### src/rtl/ped_pkg.sv
// ped_pkg: shared types and default timing for the pedestrian signal controller.
//   ped_state_e  - controller phase (IDLE/WALK/CLEAR/FAULT)
//   COUNT_W      - width of the tick counter and countdown display
//   DIV_W        - width of the flash half-period divider
//   *_DEF        - default WALK/CLEAR durations (ticks) and flash divider (clk cycles)
package ped_pkg;
  localparam int COUNT_W       = 6;
  localparam int DIV_W         = 16;
  localparam int WALK_T_DEF    = 10;
  localparam int CLEAR_T_DEF   = 5;
  localparam int FLASH_DIV_DEF = 25000;

  typedef enum logic [1:0] {IDLE, WALK, CLEAR, FAULT} ped_state_e;
endpackage

### src/rtl/sync_edge.sv
// sync_edge: 2-flop synchronizer for an asynchronous level input plus a
// registered rising-edge pulse.
//   clk, reset - clock, async active-high reset (all flops clear to 0)
//   din        - asynchronous input level
//   rise       - one-clk pulse, asserted the cycle the synchronized level goes high
module sync_edge (
  input  logic clk,
  input  logic reset,
  input  logic din,
  output logic rise
);
  logic s1, s2;

  // rise is registered from s1 vs s2, so it lines up with s2 going high:
  // an input edge reaches rise after two clk edges.
  always_ff @(posedge clk or posedge reset) begin
    if (reset) begin
      s1   <= 1'b0;
      s2   <= 1'b0;
      rise <= 1'b0;
    end else begin
      s1   <= din;
      s2   <= s1;
      rise <= s1 & ~s2;
    end
  end
endmodule

### src/rtl/ped_signal_ctrl.sv
// ped_signal_ctrl: pedestrian WALK / DON'T WALK controller slaved to the
// vehicle light outputs. Grants WALK at the start of a vehicle red when a
// request is latched, follows it with a flashing timed clearance, and locks
// into a steady DON'T WALK fault on any unsafe vehicle-light combination.
//   clk, reset   - clock, async active-high reset
//   tick         - one-clk period pulse, aligned with vehicle light updates
//   veh_green/yellow/red - vehicle lights (synchronous)
//   ped_btn      - raw asynchronous push button
//   walk, dont_walk      - lamp drives (dont_walk flashes during CLEAR)
//   countdown    - remaining clearance ticks, 0 outside CLEAR
//   req_pending  - latched, not-yet-served request
//   fault        - sticky unsafe-condition flag (cleared only by reset)
module ped_signal_ctrl import ped_pkg::*; #(
  parameter int WALK_T    = WALK_T_DEF,
  parameter int CLEAR_T   = CLEAR_T_DEF,
  parameter int FLASH_DIV = FLASH_DIV_DEF
) (
  input  logic               clk,
  input  logic               reset,
  input  logic               tick,
  input  logic               veh_green,
  input  logic               veh_yellow,
  input  logic               veh_red,
  input  logic               ped_btn,
  output logic               walk,
  output logic               dont_walk,
  output logic [COUNT_W-1:0] countdown,
  output logic               req_pending,
  output logic               fault
);
  if (WALK_T < 1 || WALK_T > (2**COUNT_W - 1)) begin : g_chk_walk
    $error("WALK_T out of range 1..63");
  end
  if (CLEAR_T < 1 || CLEAR_T > (2**COUNT_W - 1)) begin : g_chk_clear
    $error("CLEAR_T out of range 1..63");
  end
  if (FLASH_DIV < 1 || FLASH_DIV > (2**DIV_W - 1)) begin : g_chk_flash
    $error("FLASH_DIV out of range 1..65535");
  end

  localparam logic [COUNT_W-1:0] WALK_LD    = COUNT_W'(WALK_T);
  localparam logic [COUNT_W-1:0] CLEAR_LD   = COUNT_W'(CLEAR_T);
  localparam logic [COUNT_W-1:0] CNT_ONE    = COUNT_W'(1);
  localparam logic [DIV_W-1:0]   FLASH_LAST = DIV_W'(FLASH_DIV - 1);

  ped_state_e         state_q, state_d;
  logic [COUNT_W-1:0] cnt_q, cnt_d;
  logic [DIV_W-1:0]   div_q, div_d;
  logic               flash_q, flash_d;
  logic               req_q, req_d;
  logic               red_q, red_start, btn_rise, unsafe;

  sync_edge u_btn (
    .clk   (clk),
    .reset (reset),
    .din   (ped_btn),
    .rise  (btn_rise)
  );

  assign red_start = veh_red & ~red_q;
  assign unsafe    = ~$onehot({veh_green, veh_yellow, veh_red}) |
                     (~veh_red & ((state_q == WALK) | (state_q == CLEAR)));

  always_comb begin
    state_d = state_q;
    cnt_d   = cnt_q;
    div_d   = div_q;
    flash_d = flash_q;
    req_d   = req_q;
    case (state_q)
      IDLE:
        if (red_start && (req_q || btn_rise)) begin
          state_d = WALK;
          cnt_d   = WALK_LD;
        end
      WALK:
        if (tick) begin
          if (cnt_q == CNT_ONE) begin
            state_d = CLEAR;
            cnt_d   = CLEAR_LD;
          end else cnt_d = cnt_q - CNT_ONE;
        end
      CLEAR:
        if (tick) begin
          if (cnt_q == CNT_ONE) state_d = IDLE;
          else                  cnt_d   = cnt_q - CNT_ONE;
        end
      default: ;
    endcase
    // Fault beats every other transition, including a WALK grant this cycle.
    if (unsafe) state_d = FAULT;

    // A granted request is consumed; edges during WALK/FAULT are dropped.
    if (state_q == IDLE && state_d == WALK) req_d = 1'b0;
    else if (btn_rise && (state_q == IDLE || state_q == CLEAR)) req_d = 1'b1;

    // Flash phase restarts "on" with a cleared divider at each CLEAR entry.
    if (state_d == CLEAR && state_q != CLEAR) begin
      div_d   = '0;
      flash_d = 1'b1;
    end else if (state_q == CLEAR) begin
      if (div_q == FLASH_LAST) begin
        div_d   = '0;
        flash_d = ~flash_q;
      end else div_d = div_q + DIV_W'(1);
    end
  end

  // Outputs are registered from next-state values so each follows its cause
  // by exactly one clk edge.
  always_ff @(posedge clk or posedge reset) begin
    if (reset) begin
      state_q   <= IDLE;
      cnt_q     <= '0;
      div_q     <= '0;
      flash_q   <= 1'b0;
      req_q     <= 1'b0;
      red_q     <= 1'b0;
      walk      <= 1'b0;
      dont_walk <= 1'b1;
      countdown <= '0;
      fault     <= 1'b0;
    end else begin
      state_q   <= state_d;
      cnt_q     <= cnt_d;
      div_q     <= div_d;
      flash_q   <= flash_d;
      req_q     <= req_d;
      red_q     <= veh_red;
      walk      <= (state_d == WALK);
      dont_walk <= (state_d == WALK)  ? 1'b0 :
                   (state_d == CLEAR) ? flash_d : 1'b1;
      countdown <= (state_d == CLEAR) ? cnt_d : '0;
      fault     <= (state_d == FAULT);
    end
  end

  assign req_pending = req_q;
endmodule

### config.mk
export PLATFORM = sky130hd
export DESIGN_NAME = ped_signal_ctrl
export DESIGN_NICKNAME = d
export VERILOG_FILES = /design/src/rtl/ped_pkg.sv /design/src/rtl/sync_edge.sv /design/src/rtl/ped_signal_ctrl.sv
export SDC_FILE = /design/constraint.sdc
export NUM_CORES = 1
export LEC_CHECK = 0
export CORE_MARGIN = 2
export CORE_UTILIZATION = 50
export CTS_CLUSTER_SIZE = 30
export DETAILED_ROUTE_END_ITERATION = 12
export PLACE_DENSITY = 0.73
export SLEW_MARGIN = 20
export SYNTH_ARGS = -nofsm -noshare
export SYNTH_HDL_FRONTEND = slang
export SYNTH_SLANG_ARGS = --single-unit
### constraint.sdc
create_clock -name clk -period 2.22 [get_ports clk]
set_clock_uncertainty 0.15 [all_clocks]
set_input_delay 0.333 -clock clk [delete_from_list [all_inputs] [get_ports clk]]
set_output_delay 0.333 -clock clk [all_outputs]
set_load 0.1 [all_outputs]
# After elaboration in Yosys (flattened, before gate mapping)
# Cells that the tools add are included.
[totals]
out_inout_bits = 10
ff_bits = 39
[op_classes]
n_reduce_logical = 9
n_bitwise = 10
mux = 24
n_eq_ne = 9
addsub = 4
[ops]
columns = ["op", "n"]
rows = [
  ["16-bit 2-to-1 mux", 3],
  ["6-bit 2-to-1 mux", 6],
  ["6-bit case mux with 3 select lines", 1],
  ["16-bit by 1-bit adder with 16-bit output, second input constant", 1],
  ["16-bit by 15-bit equality test with 1-bit output, second input constant", 1],
  ["2-bit 2-to-1 mux", 6],
  ["1-bit 2-to-1 mux", 7],
  ["2-bit by 1-bit equality test with 1-bit output, second input constant", 3],
  ["2-bit equality test, second input constant", 3],
  ["6-bit by 1-bit equality test with 1-bit output, second input constant", 1],
  ["2-bit case mux with 3 select lines", 1],
  ["6-bit by 1-bit subtractor with 6-bit output, second input constant", 1],
  ["1-bit NOT", 5],
  ["1-bit logical AND", 4],
  ["2-bit nonzero test", 2],
  ["1-bit bitwise AND", 3],
  ["1-bit by 1-bit adder with 2-bit output", 1],
  ["2-bit by 1-bit adder with 2-bit output", 1],
  ["2-bit logical NOT", 1],
  ["1-bit logical OR", 2],
  ["2-bit inequality test, second input constant", 1],
  ["1-bit OR", 2],
]

# Depth between registers and ports, before layout
[logic_depth]
word_depth = 11
mapped_depth = 9

# Modules after synthesis
# A second synthesis with hierarchy kept.
[hier_totals]
cells_unflattened = 231
area_unflattened_um2 = 2245.9
[by_module_without_submodules]
columns = ["mod", "cells_per_inst", "n_inst", "area_each_um2"]
rows = [
  ["ped_signal_ctrl", 226, 1, 2153.3],
  ["sync_edge", 5, 1, 92.6],
]

# Worst setup path after synthesis
# Ideal clock, no wire load.
[synth_path]
path_type = "register -> register"
from = "register req_q (netlist: req_pending)"
to = "register flash_q"
stages_incl_launch_ff = 7
arrival_ps = 2166
path_buffers = 1
setup_time_ps = 119
t_required_ps = 1951
setup_slack_ps = -215
synth_period_minus_slack_ps = 2435
cell_sequence = "dfrtp_1 nor2_1 nor4b_1 o32ai_4 a21o_1 buf_4 o21a_1"
[synth_via]
elab_chain_len = 8
[synth_rtl]
columns = ["element", "line", "text"]
rows = [
  ["from (decl)", "ped_signal_ctrl.sv:50", "logic req_q, req_d;"],
  ["from (signal assigned)", "ped_signal_ctrl.sv:128", "req_q <= req_d;"],
  ["1-bit logical OR", "ped_signal_ctrl.sv:72", "if (red_start && (req_q || btn_rise)) begin"],
  ["1-bit logical AND", "ped_signal_ctrl.sv:72", ""],
  ["2-bit 2-to-1 mux", "ped_signal_ctrl.sv:72", ""],
  ["2-bit case mux with 3 select lines", "ped_signal_ctrl.sv:70", "case (state_q)"],
  ["2-bit 2-to-1 mux", "ped_signal_ctrl.sv:91", "if (unsafe) state_d = FAULT;"],
  ["2-bit equality test", "ped_signal_ctrl.sv:98", "if (state_d == CLEAR && state_q != CLEAR) begin"],
  ["1-bit logical AND", "ped_signal_ctrl.sv:98", ""],
  ["1-bit 2-to-1 mux", "ped_signal_ctrl.sv:98", ""],
  ["via flash_d", "ped_signal_ctrl.sv:49", "logic flash_q, flash_d;"],
  ["to (signal assigned)", "ped_signal_ctrl.sv:127", "flash_q <= flash_d;"],
  ["to (decl)", "ped_signal_ctrl.sv:49", ""],
]
# The timed path passes the listed nets, and every way through them passes these cells.
# A chain may end at the register's enable or synchronous reset.

# Worst setup path in the final report
[layout_path]
from = "input port veh_yellow"
to = "register div_q[3]"
[layout_via]
elab_chain_len = 9
word_cells_on_any_way = 10
cone_classes = "add/sub (2); eq/ne (2); mux (2); bitwise (2); reduce/logical (2)"
[layout_rtl]
columns = ["element", "line", "text"]
rows = [
  ["from (decl)", "ped_signal_ctrl.sv:22", "input logic veh_yellow,"],
  ["1-bit by 1-bit adder with 2-bit output (implied by the code) (*)", "ped_signal_ctrl.sv:61", "assign unsafe = ~$onehot({veh_green, veh_yellow, veh_red}) |"],
  ["2-bit by 1-bit adder with 2-bit output (implied by the code) (*)", "ped_signal_ctrl.sv:61", ""],
  ["2-bit by 1-bit equality test with 1-bit output (*)", "ped_signal_ctrl.sv:61", ""],
  ["1-bit NOT (*)", "ped_signal_ctrl.sv:61", ""],
  ["1-bit OR (*)", "ped_signal_ctrl.sv:61", ""],
  ["2-bit 2-to-1 mux (*)", "ped_signal_ctrl.sv:91", ""],
  ["2-bit equality test (*)", "ped_signal_ctrl.sv:98", ""],
  ["1-bit logical AND (*)", "ped_signal_ctrl.sv:98", ""],
  ["16-bit 2-to-1 mux or 2-bit nonzero test (tied branches)", "-", ""],
  ["to (signal assigned)", "ped_signal_ctrl.sv:126", "div_q <= div_d;"],
  ["to (decl)", "ped_signal_ctrl.sv:48", "logic [DIV_W-1:0] div_q, div_d;"],
]
# Every way passes the cells marked *; elsewhere a longest branch is shown, timed or not.

==> summary.txt <==
Outcome
  • Outcome: complete, but fails checks
  • Failing checks: negative setup slack

Cells and area
  • Most frequent cells in the layout: buf_4 (51), dfrtp_1 (37), nor2_1 (16)
  • Syn-to-layout area delta: 41.4%
  • Nets@finish: approximately 290
  • Layout cells sized above 1: 37.0%
  • Reg area: 978 um2
  • Multi-input gate area: around 0.0012 mm2
  • Most common cell after layout, fill and taps aside: buf_4
  • Fill cells: between 200 and 300
  • N_diodes: 0
  • Final cell count without fillers: 323

Timing
  • Final hold vios: 0
  • PnR worst setup slack: -0.0183 ns
  • Normalized max-slew margin: between 50% and 60%
  • Max Slew Vio Count: 0
  • Worst-Margin Slew: between 0.6 and 0.7 ns
  • Sum Neg Setup Slack: -0.0615 ns
  • Post-route minimum period: approximately 2.2 ns
  • Fin crit share: 101%
  • Maximum clock frequency: 0.447 GHz
  • Final setup vio count: 7
  • RSZ-0062 raised after global routing: yes

Floorplan
  • Ports: 17
  • Starting Density: 51.7%
  • Core Region: 0.00397 mm2
  • DIE HEIGHT: 68.1 um
  • Die Wd: 68.1 um
  • DIE AREA: 0.00464 mm2
  • Rows: 23

Logic synthesis
  • Post-Syn Nets: 224
  • Asr flop ratio synth: 100%
  • Sequential area share after synthesis: 47.6%
  • #FFs+latches synth: 39
  • Mean Syn Cell Area: 9.88 um2
  • Post-Syn Area: between 0.002 and 0.0025 mm2
  • Post-Syn Instances: 208
  • Ys Warns: 0
  • Distinct cells, synth: 50
  • Ys flop type: dfrtp_1
  • EDFF count, synth: 0

Worst setup path
  • R2R Setup Slk: 0.02 ns
  • CP startpoint kind: input pin
  • Crit. End Element: flop
  • CP arrival: 2.26 ns
  • Crit Path Category: input pin to flop
  • CP required: between 2 and 2.5 ns
  • Largest fanout on the critical path: 5

Drt
  • DRC violations left: 0
  • Vias: between 1500 and 2000
  • DR vias/cell: 5.59
  • Average routed wire per standard cell: approximately 16 um
  • DRT Pass-1 Iters: 4
  • Initial drt markers: 105
  • DRT antenna net count: 0
  • WL final: approximately 5.2 mm

Job
  • Max-cap violations: 0

Clock network
  • Maximum clock insertion buffer count: 2
  • CTS H-tree depth: 2
  • CTS tree: done
  • Clk_lat worst skew: 0.29 ns
  • Root buf cell: clkbuf_8
  • Clock-pin slew on the worst setup and hold paths: ~0.080 ns
  • Sink Count: 39
  • CTS Buf Count: 5
  • Hold_buf cts: 0

GRT
  • Initial antenna violation count: 0
  • Global route overflow: 0
  • First-pass GRT wire length: 8.11 mm
  • Total track usage: a little under a quarter
  • Largest net degree at the start of global routing: 27
  • Vias in the first global route: 1796

Place
  • Placed Cells: just over 300
  • Place WS: -0.789 ns
  • Port Buf Inserts: 16
  • DPL Wire Length: 3.33 mm
  • Routability cong.: 0.862

Pwr
  • Worst VDD drop: 0.460 mV
  • Pwr dens: 649 mW/mm2
  • Leak Pwr: ~1.2 nW

Hold path
  • Min-Delay Path Class: input pin to asynchronous set/reset pin
-- what timing repair did --
| action | in CTS | in global routing |
|---|---|---|
| resized for setup | 19 | 32 |
| gates cloned | 1 | 0 |
| pin swaps | 9 | 11 |
| endpoints found under the setup margin | 28 | 27 |
| setup buffers | 7 | 5 |
-- critical path, stage by stage --
cell and delay (ns):
clkdlybuf4s15_1 0.17, inv_2 0.04, fa_1 0.48, nand3b_1 0.24, buf_4 0.19, o32ai_4 0.28
buf_12 0.16, buf_6 0.10, a21o_4 0.17, a31oi_4 0.09
-- per-layer routing --
metal / global-route usage, % / part of all wire [%]
met1: 29.7 / 43
met2: 39.9 / 52
met3: 5.10 / 3.0
met4: 10.3 / 2.3
met5: 0 / 0
-- area by class of cell --
| class | instances | area share [%] |
|---|---|---|
| clock inverter | 3 | 0.689 |
| multi-input combinational | 152 | 42.1 |
| clock buffer | 5 | 2.37 |
| inverter | 13 | 1.94 |
| tap | 50 | 2.15 |
| timing repair buffer | 61 | 17.1 |
| sequential | 39 | 33.7 |
-- worst paths after layout --
path / startpoint / end / depth (start not counted)
hold / removal: reset / div_q[4] / 2
setup / recovery: veh_yellow / div_q[3] / 10
setup reg to reg: state_q[1] / div_q[3] / 10
max in group asynchronous: reset / dont_walk / 3
hold reg to reg: u_btn.s1 / u_btn.s2 / 0
min in group clk: veh_red / red_q / 2
-- synthesized netlist by cell type, types with 2 or more instances --
| master | instances | area share, % |
|---|---|---|
| dfrtp_1 | 38 | 46 |
| nor2_1 | 16 | 2.9 |
| o21ai_0 | 14 | 3.4 |
| inv_1 | 13 | 2.4 |
| nand2_1 | 13 | 2.4 |
| a21oi_1 | 11 | 2.7 |
| a31oi_1 | 9 | 2.7 |
| ha_1 | 8 | 4.9 |
| nand3_1 | 8 | 1.9 |
| nor2b_1 | 8 | 2.4 |
| nand2b_1 | 5 | 1.5 |
| a22o_1 | 4 | 1.7 |
| clkbuf_1 | 4 | 0.73 |
| nor3_1 | 4 | 0.97 |
| o21a_1 | 4 | 1.5 |
| and3_1 | 3 | 0.91 |
| nand4_1 | 3 | 0.91 |
| xnor2_1 | 3 | 1.3 |
| a21o_1 | 2 | 0.73 |
| and2_1 | 2 | 0.61 |
| nand3b_1 | 2 | 0.73 |
| nor4_1 | 2 | 0.61 |
| nor4b_1 | 2 | 0.85 |
| o211ai_1 | 2 | 0.73 |
| o21ai_2 | 2 | 0.85 |
| o41ai_1 | 2 | 0.85 |
-- where the power goes --
part | internal, mW | total [mW] | switching [mW]
registers | 0.831 | 0.977 | 0.146
logic | 0.229 | 0.433 | 0.204
clock network | 0.218 | 0.477 | 0.258
total | 1.28 | 1.89 | 0.608
-- flip-flops by register name, summed over array words and instances (netlist names), 2 cells and up --
| name | count |
|---|---|
| div_q | 16 |
| countdown | 6 |
| cnt_q | 6 |
| state_q | 2 |
-- stage by stage --
step / hold WS [ns] / utilization, % / power [mW] / instance area [um2]
2_1_floorplan: 0.197 / - / 1.20 / 2070
3_3_place_gp: 0.213 / 62.9 / 1.32 / 2500
3_5_place_dp: 0.212 / 62.9 / 1.34 / 2500
4_1_cts: 0.170 / 69.0 / 1.84 / 2740
5_1_grt: 0.191 / 73.2 / 2.00 / 2910
6_report: 0.160 / 73.2 / 1.89 / 2910
-- cells by family after synthesis --
kind of cell	count (synthesis)	synth area share, %
AO/OA/AOI/OAI	60	20.2
XOR/XNOR	4	1.71
adder cells (fa/ha/maj)	9	5.85
buffers and inverters	18	3.47
flip-flops	39	47.6
multiplexers	1	0.487
AND/OR/NAND/NOR	77	20.8
Power figures use the tool's default switching activity.
